## src/rtl/xor_operand_feeder_if.sv

```systemverilog
// xor_operand_feeder_if: stream, control and operand bundle between the feeder and its neighbours.
interface xor_operand_feeder_if #(parameter int N = 16);
    logic         load;
    logic [N-1:0] seed;
    logic         scr_en;
    logic         in_valid;
    logic         in_ready;
    logic [N-1:0] in_data;
    logic         out_valid;
    logic         out_ready;
    logic [N-1:0] out_a;
    logic [N-1:0] out_b;
    logic [15:0]  word_cnt;
    modport master (
        output load, seed, scr_en, in_valid, in_data, out_ready,
        input  in_ready, out_valid, out_a, out_b, word_cnt
    );
    modport slave (
        input  load, seed, scr_en, in_valid, in_data, out_ready,
        output in_ready, out_valid, out_a, out_b, word_cnt
    );
endinterface

```

## src/rtl/xor_operand_feeder.sv

```systemverilog
// xor_operand_feeder: pairs each accepted data word with a Galois LFSR keystream word
// and holds the pair in a one-entry output register with full-throughput backpressure.
module xor_operand_feeder #(
    parameter int           N     = 16,
    parameter logic [N-1:0] POLY  = 16'hB400,
    parameter logic [N-1:0] SEED  = 16'hACE1,
    parameter int           STEPS = 1
) (
    input logic clk,
    input logic rst_n,
    xor_operand_feeder_if.slave bus
);
    logic [N-1:0] lfsr_q, lfsr_d, a_q, a_d, b_q, b_d;
    logic         valid_q, valid_d, accept;
    logic [15:0]  cnt_q, cnt_d;

    function automatic logic [N-1:0] advance(input logic [N-1:0] s);
        logic [N-1:0] t;
        t = s;
        for (int i = 0; i < STEPS; i++) t = t[0] ? (t >> 1) ^ POLY : t >> 1;
        return t;
    endfunction

    // Load blocks acceptance, so seeding and keystream use never collide.
    assign bus.in_ready  = rst_n & ~bus.load & (~valid_q | bus.out_ready);
    assign accept        = bus.in_valid & bus.in_ready;
    assign bus.out_valid = valid_q;
    assign bus.out_a     = a_q;
    assign bus.out_b     = b_q;
    assign bus.word_cnt  = cnt_q;

    always_comb begin
        valid_d = accept | (valid_q & ~bus.out_ready);
        a_d     = accept ? bus.in_data : a_q;
        b_d     = accept ? (bus.scr_en ? lfsr_q : '0) : b_q;
        lfsr_d  = bus.load ? ((bus.seed == '0) ? SEED : bus.seed)
                : (accept & bus.scr_en) ? advance(lfsr_q) : lfsr_q;
        cnt_d   = bus.load ? 16'd0 : accept ? cnt_q + 16'd1 : cnt_q;
    end

    always_ff @(posedge clk or negedge rst_n) begin
        if (!rst_n) begin
            lfsr_q  <= SEED;
            a_q     <= '0;
            b_q     <= '0;
            valid_q <= 1'b0;
            cnt_q   <= 16'd0;
        end else begin
            lfsr_q  <= lfsr_d;
            a_q     <= a_d;
            b_q     <= b_d;
            valid_q <= valid_d;
            cnt_q   <= cnt_d;
        end
    end
endmodule

```

## src/flat_wrapper.sv

```systemverilog
// flat-port wrapper written by rule: the top's interface ports become plain ports
module xor_operand_feeder_flat 
#(
    parameter int           N     = 16,
    parameter logic [N-1:0] POLY  = 16'hB400,
    parameter logic [N-1:0] SEED  = 16'hACE1,
    parameter int           STEPS = 1
)
  (clk, rst_n, bus_load, bus_seed, bus_scr_en, bus_in_valid, bus_in_data, bus_out_ready, bus_in_ready, bus_out_valid, bus_out_a, bus_out_b, bus_word_cnt);
  xor_operand_feeder_if #(.N(N)) bus_i ();
  input logic clk;
  input logic rst_n;
  input wire logic [$bits(bus_i.load)-1:0] bus_load;
  input wire logic [$bits(bus_i.seed)-1:0] bus_seed;
  input wire logic [$bits(bus_i.scr_en)-1:0] bus_scr_en;
  input wire logic [$bits(bus_i.in_valid)-1:0] bus_in_valid;
  input wire logic [$bits(bus_i.in_data)-1:0] bus_in_data;
  input wire logic [$bits(bus_i.out_ready)-1:0] bus_out_ready;
  output wire logic [$bits(bus_i.in_ready)-1:0] bus_in_ready;
  output wire logic [$bits(bus_i.out_valid)-1:0] bus_out_valid;
  output wire logic [$bits(bus_i.out_a)-1:0] bus_out_a;
  output wire logic [$bits(bus_i.out_b)-1:0] bus_out_b;
  output wire logic [$bits(bus_i.word_cnt)-1:0] bus_word_cnt;
  assign bus_i.load = bus_load;
  assign bus_i.seed = bus_seed;
  assign bus_i.scr_en = bus_scr_en;
  assign bus_i.in_valid = bus_in_valid;
  assign bus_i.in_data = bus_in_data;
  assign bus_i.out_ready = bus_out_ready;
  assign bus_in_ready = bus_i.in_ready;
  assign bus_out_valid = bus_i.out_valid;
  assign bus_out_a = bus_i.out_a;
  assign bus_out_b = bus_i.out_b;
  assign bus_word_cnt = bus_i.word_cnt;
  xor_operand_feeder #(.N(N), .POLY(POLY), .SEED(SEED), .STEPS(STEPS)) u_core (.clk(clk), .rst_n(rst_n), .bus(bus_i));
endmodule
```

## config.mk

```make
export PLATFORM = sky130hd
export DESIGN_NAME = xor_operand_feeder_flat
export DESIGN_NICKNAME = d
export VERILOG_FILES = /design/src/rtl/xor_operand_feeder_if.sv /design/src/rtl/xor_operand_feeder.sv /design/src/flat_wrapper.sv
export SDC_FILE = /design/constraint.sdc
export NUM_CORES = 1
export LEC_CHECK = 0
export ABC_CLOCK_PERIOD_IN_PS = 2000
export CELL_PAD_IN_SITES_DETAIL_PLACEMENT = 0
export CELL_PAD_IN_SITES_GLOBAL_PLACEMENT = 1
export CORE_UTILIZATION = 36
export CTS_CLUSTER_DIAMETER = 60
export DETAILED_ROUTE_END_ITERATION = 10
export PLACE_DENSITY_LB_ADDON = 0.1
export SLEW_MARGIN = 30
export SYNTH_ARGS = -nofsm -noshare
export SYNTH_HDL_FRONTEND = slang
export SYNTH_SLANG_ARGS = --single-unit
```

## constraint.sdc

```tcl
create_clock -name clk -period 2 [get_ports clk]
set_input_delay 0.5 -clock clk [delete_from_list [all_inputs] [get_ports clk]]
set_output_delay 0.5 -clock clk [all_outputs]
set_load 0.1 [all_outputs]
```

# Yosys cells after proc, flatten, opt, wreduce, memory -nomap -nowiden
# Cells that the tools add are included.
[totals]
input_bits = 38
latch_bits = 0
romBits = 0
ram_bits = 0
regBits = 65
memories = 0
[op_classes]
reduce_logical = 3
bitwise = 11
n_eq_ne = 0
n_mul = 0
n_mux = 7
shifts = 0
div = 0
n_lt_le_gt_ge = 0
addsub = 1
[ops]
columns = ["operator", "count"]
rows = [
  ["$mux W16", 7],
  ["$add A16 B1 Y16 const B", 1],
  ["$logic_not A16 Y1", 1],
  ["$and A1 B1 Y1", 5],
  ["$not A3 Y4", 1],
  ["$reduce_bool A2 Y1", 2],
  ["$not A1 Y1", 3],
  ["$or A1 B1 Y1", 2],
]

# Depth between registers and ports, before layout
[logic_depth]
word_depth = 7
mapped_depth = 6
ltp_nobuf = 5

# Worst setup path after synthesis
# No wires, ideal clock.
[synth_timing]
path_type = "flip-flop to output port"
start = "register u_core.valid_q (netlist: u_core.bus.out_valid)"
end = "output port bus_in_ready"
arrival_time_ps = 2324
stages_incl_launch_ff = 3
path_slack_ps = -824
cell_sequence = "dfrtp_1 -> nor2b_1 -> nor2_1"
[synth_between]
elab_chain_cells = 3
[synth_rtl]
columns = ["element", "line", "text"]
rows = [
  ["start: declaration", "xor_operand_feeder.sv:14", "logic valid_q, valid_d, accept;"],
  ["start signal: assignment", "xor_operand_feeder.sv:52", "valid_q <= valid_d;"],
  ["$not A1 Y1", "xor_operand_feeder.sv:25", "assign bus.in_ready = rst_n & ~bus.load & (~valid_q | bus.out_ready);"],
  ["$or A1 B1 Y1", "xor_operand_feeder.sv:25", ""],
  ["$and A1 B1 Y1", "xor_operand_feeder.sv:25", ""],
  ["end: declaration", "flat_wrapper.sv:19", "output wire logic [$bits(bus_i.in_ready)-1:0] bus_in_ready;"],
]
# Every way passes these cells.

# Final worst setup path
# Same ends and word-level chain as after synthesis.

==> results.py <==
metrics = {
    "worst_setup_path": {
        "cp.arrival_ps": 1410,
        "crit_required_ps": 1500,
        "cp.depth": 4,
        "cp_top_family": "flip-flops",
        "path_buf_inv": 2,
        "cp_cell_sequence": "nor2b_4 > buf_4 > nor2_4 > buf_12",
        "r2r_end": "u_core.bus.word_cnt[15]",
        "crit_path_top_delay_cell": "dfrtp_4",
        "worstSetupEndpointType": "primary output",
        "critPathLaunchType": "flop",
        "crit_type": "flop to primary output",
        "rrSetupSlack_ps": 220,
        "crit_path_max_incr_delay_ps": 500,
        "rr_startpoint": "u_core.bus.out_valid",
        "reg2reg_depth": 4,
        "cp_max_fo": 4,
    },
    "finish": {
        "syn_to_final_growth_pct": 64.2,
        "drive_above_1_share_pct": 41.8,
        "fillers": 651,
        "diodes": 0,
        "nets": 414,
        "post-route-cell-area_um2": 4750,
        "ff_latch_area_um2": 1660,
        "multi_input_area_um2": 1210,
    },
    "global_route": {
        "grt_max_degree": 48,
        "grt_remaining_overflow": 0,
        "grtUsageTotal_pct": 19.1,
        "antenna_found_initial": 0,
        "grt_pass1_wl_um": 12500,
        "grt_pass1_vias": 2534,
    },
    "pwr": {
        "max-vdd-ir-drop_uv": 701,
        "p_per_area_nw_per_um2": 955,
        "power_frac_seq_pct": 35.7,
        "clockPowerShare_pct": 27.5,
        "p_total_mw": 4.53,
        "p_sw_mw": 1.74,
        "p_leak_nw": 2.15,
        "swShare_pct": 38.4,
        "internal-power_mw": 2.79,
        "combPwrFrac_pct": 36.8,
    },
    "timing": {
        "tightest_slew_ps": 619,
        "min_period_ps": 1910,
        "hold_ws_ps": 203,
        "slew_viol_final": 0,
        "setup_viol": 0,
        "fin_setup_tns_ps": 0,
        "max_freq_mhz": 523,
        "hold_violations": 0,
        "fin_skew_ps": 9.79,
        "period_share_pct": 95.6,
        "slew_headroom_pct": 58.8,
        "rsz0062_at_grt": "false",
    },
    "die": {
        "die_w_um": 91.6,
        "dieHeight_um": 91.6,
        "boundaryPins": 88,
        "core_region_area_um2": 7770,
        "start_util_pct": 37.2,
        "rows": 32,
        "die_area_um2": 8390,
    },
    "synth": {
        "avgSynthCellArea_um2": 11.3,
        "synth_sequential_area_ratio_pct": 56.6,
        "synthMostInstantiatedCell": "dfrtp_1",
        "ys_ff_latch": 65,
        "yosys_warnings": 0,
        "netlist_instances": 255,
        "synth_top_area_share_pct": 49.3,
        "syn-cell-area_um2": 2890,
        "async_reset_ff_share_pct": 100,
        "synth_common_cells": "dfrtp_1 (57), nor2_1 (21), nand2_1 (20), mux2_2 (18), clkbuf_1 (13)",
        "synth_area_leaders": "dfrtp_1 (49%), dfstp_2 (7.3%), mux2_2 (7.0%), a22o_1 (3.0%), nor2_1 (2.7%)",
        "syn_nets": 294,
        "synth_flop_cell": "dfrtp_1",
        "synth.largest_area_cell": "dfrtp_1",
        "ys_types": 40,
        "synth-edff-count": 0,
    },
    "drt": {
        "drc": 0,
        "detail-route-antenna-nets": 0,
        "vias_per_cell": 5.12,
        "wl_per_cell_um": 15.2,
        "via_count": 2469,
        "drt_iter0_drc": 86,
        "drtPass1Iterations": 4,
        "wl_um": 7320,
    },
    "clocking": {
        "clk_latency_ps": 330,
        "tritoncts": "yes",
        "clk_pin_slew_worst_paths_ps": 70,
        "clock-root-buffer": "clkbuf_8",
        "cts_hold_buf": 0,
        "clock-sinks": 65,
        "cts_buffers": 9,
        "cts_buffer_depth": 2,
        "htree_levels": 3,
    },
    "hold_path": {
        "hp-class": "input port to async pin",
    },
    "outcome": {
        "status": "finished, final reports clean",
    },
    "job": {
        "maxCapViolations": 0,
    },
    "placement": {
        "io_buffers": 87,
        "dpl_cell_area_um2": 4470,
        "gp_congestion": 0.741,
        "place.detailed.hpwl_um": 5260,
    },
}
[cells in the final DEF (no fill, tap or decap), types with 3 or more instances in the layout]
| master | synthesis | final |
|---|---|---|
| or4_1 | 9 | 6 |
| mux2_2 | 18 | 18 |
| o31ai_1 | 6 | 6 |
| dfstp_2 | 8 | 8 |
| mux2i_1 | 4 | 4 |
| buf_4 | 0 | 49 |
| buf_12 | 0 | 37 |
| dfrtp_1 | 57 | 44 |
| clkbuf_1 | 13 | 3 |
| inv_1 | 6 | 6 |
| a22o_1 | 10 | 10 |
| a21oi_1 | 8 | 8 |
| nand2_1 | 20 | 20 |
| dlymetal6s2s_1 | 0 | 9 |
| nand3_1 | 5 | 4 |
| or3_1 | 6 | 5 |
| or4_4 | 1 | 4 |
| o21ai_0 | 9 | 9 |
| nand4_1 | 6 | 6 |
| nor3_1 | 6 | 5 |
| clkdlybuf4s50_1 | 0 | 21 |
| clkbuf_8 | 0 | 11 |
| nor2_1 | 21 | 20 |
| nor2b_1 | 4 | 3 |
| dlygate4sd2_1 | 0 | 6 |
| dfrtp_2 | 0 | 12 |
| xor2_1 | 6 | 6 |
| nor3_2 | 4 | 5 |
[logic make-up (layout without fill, tap and decap cells)]
kind of cell               Yosys count  after routing  synth area share, %
and+or+nand+nor                     93             93                 17.4
DFF                                 65             65                 56.6
adders and majority gates            1              1                0.433
muxes                               22             22                 8.39
AOI/OAI and AO/OA                   44             44                 11.6
buffers and inverters               22            147                 3.12
xor gates and xnor gates             8              8                 2.42
[how the worst max path moves through the flow]
stage,startpoint,end,slack [ps]
2_1_floorplan,u_core.bus.word_cnt[4],u_core.bus.word_cnt[12],10
3_3_place_gp,bus_seed[10],u_core.lfsr_q[13],-440
3_5_place_dp,bus_seed[10],u_core.lfsr_q[13],-440
4_1_cts,bus_seed[4],u_core.lfsr_q[6],10
5_1_grt,bus_seed[1],u_core.lfsr_q[10],10
6_report,u_core.bus.out_valid,bus_in_ready,90
[area by class of cell]
class | instances | share of cell area [%]
flip-flops and latches | 65 | 34.9
repair buffers | 125 | 31.7
multi-input cells | 168 | 25.6
clock buffers | 14 | 3.43
well taps | 102 | 2.69
clock inverters | 2 | 1.27
inverters | 6 | 0.474
[metrics by stage]
| step | util (%) | cells | setup WS, ps |
|---|---|---|---|
| floorplan | - | 255 | 14.6 |
| global placement | 57.5 | 464 | -443 |
| detailed placement | 57.5 | 464 | -444 |
| CTS | 60.8 | 482 | 13.7 |
| global route | 61.1 | 482 | 11.2 |
| finish | 61.1 | 482 | 88.4 |
[flip-flops by register name, summed over array words and instances (netlist names)]
name                  flops
u_core.bus.out_a         16
u_core.bus.word_cnt      16
u_core.bus.out_valid      1
u_core.lfsr_q            16
u_core.bus.out_b         16
[power groups by stage]
stage | Combinational [mW] | Clock, mW | Sequential (mW)
after floorplan | 0.228 | 0 | 2.48
after global placement | 1.67 | 0 | 1.64
after detailed placement | 1.68 | 0 | 1.64
after CTS | 1.68 | 1.28 | 1.62
after global routing | 1.73 | 1.32 | 1.64
final | 1.67 | 1.24 | 1.62
[per-layer routing]
layer / wire length (µm) / global-route usage (%)
met1: 3370 / 25.6
met4: 96 / 7.54
met5: 0 / 0
met2: 3380 / 29.3
met3: 471 / 5.14
[worst register-to-register path: stages, from the launching register on]
cell and delay [ps]:
dfrtp_4 500, nor2b_4 140, or3_4 420, or4_1 480, a21oi_1 160
[what timing repair did]
action                     4_1_cts  5_1_grt
gates resized for setup         11       10
buffers inserted                 1        0
setup endpoints to repair        7       15
gates cloned                     1        0
pin swaps                        6        7
Power figures use the tool's default switching activity.
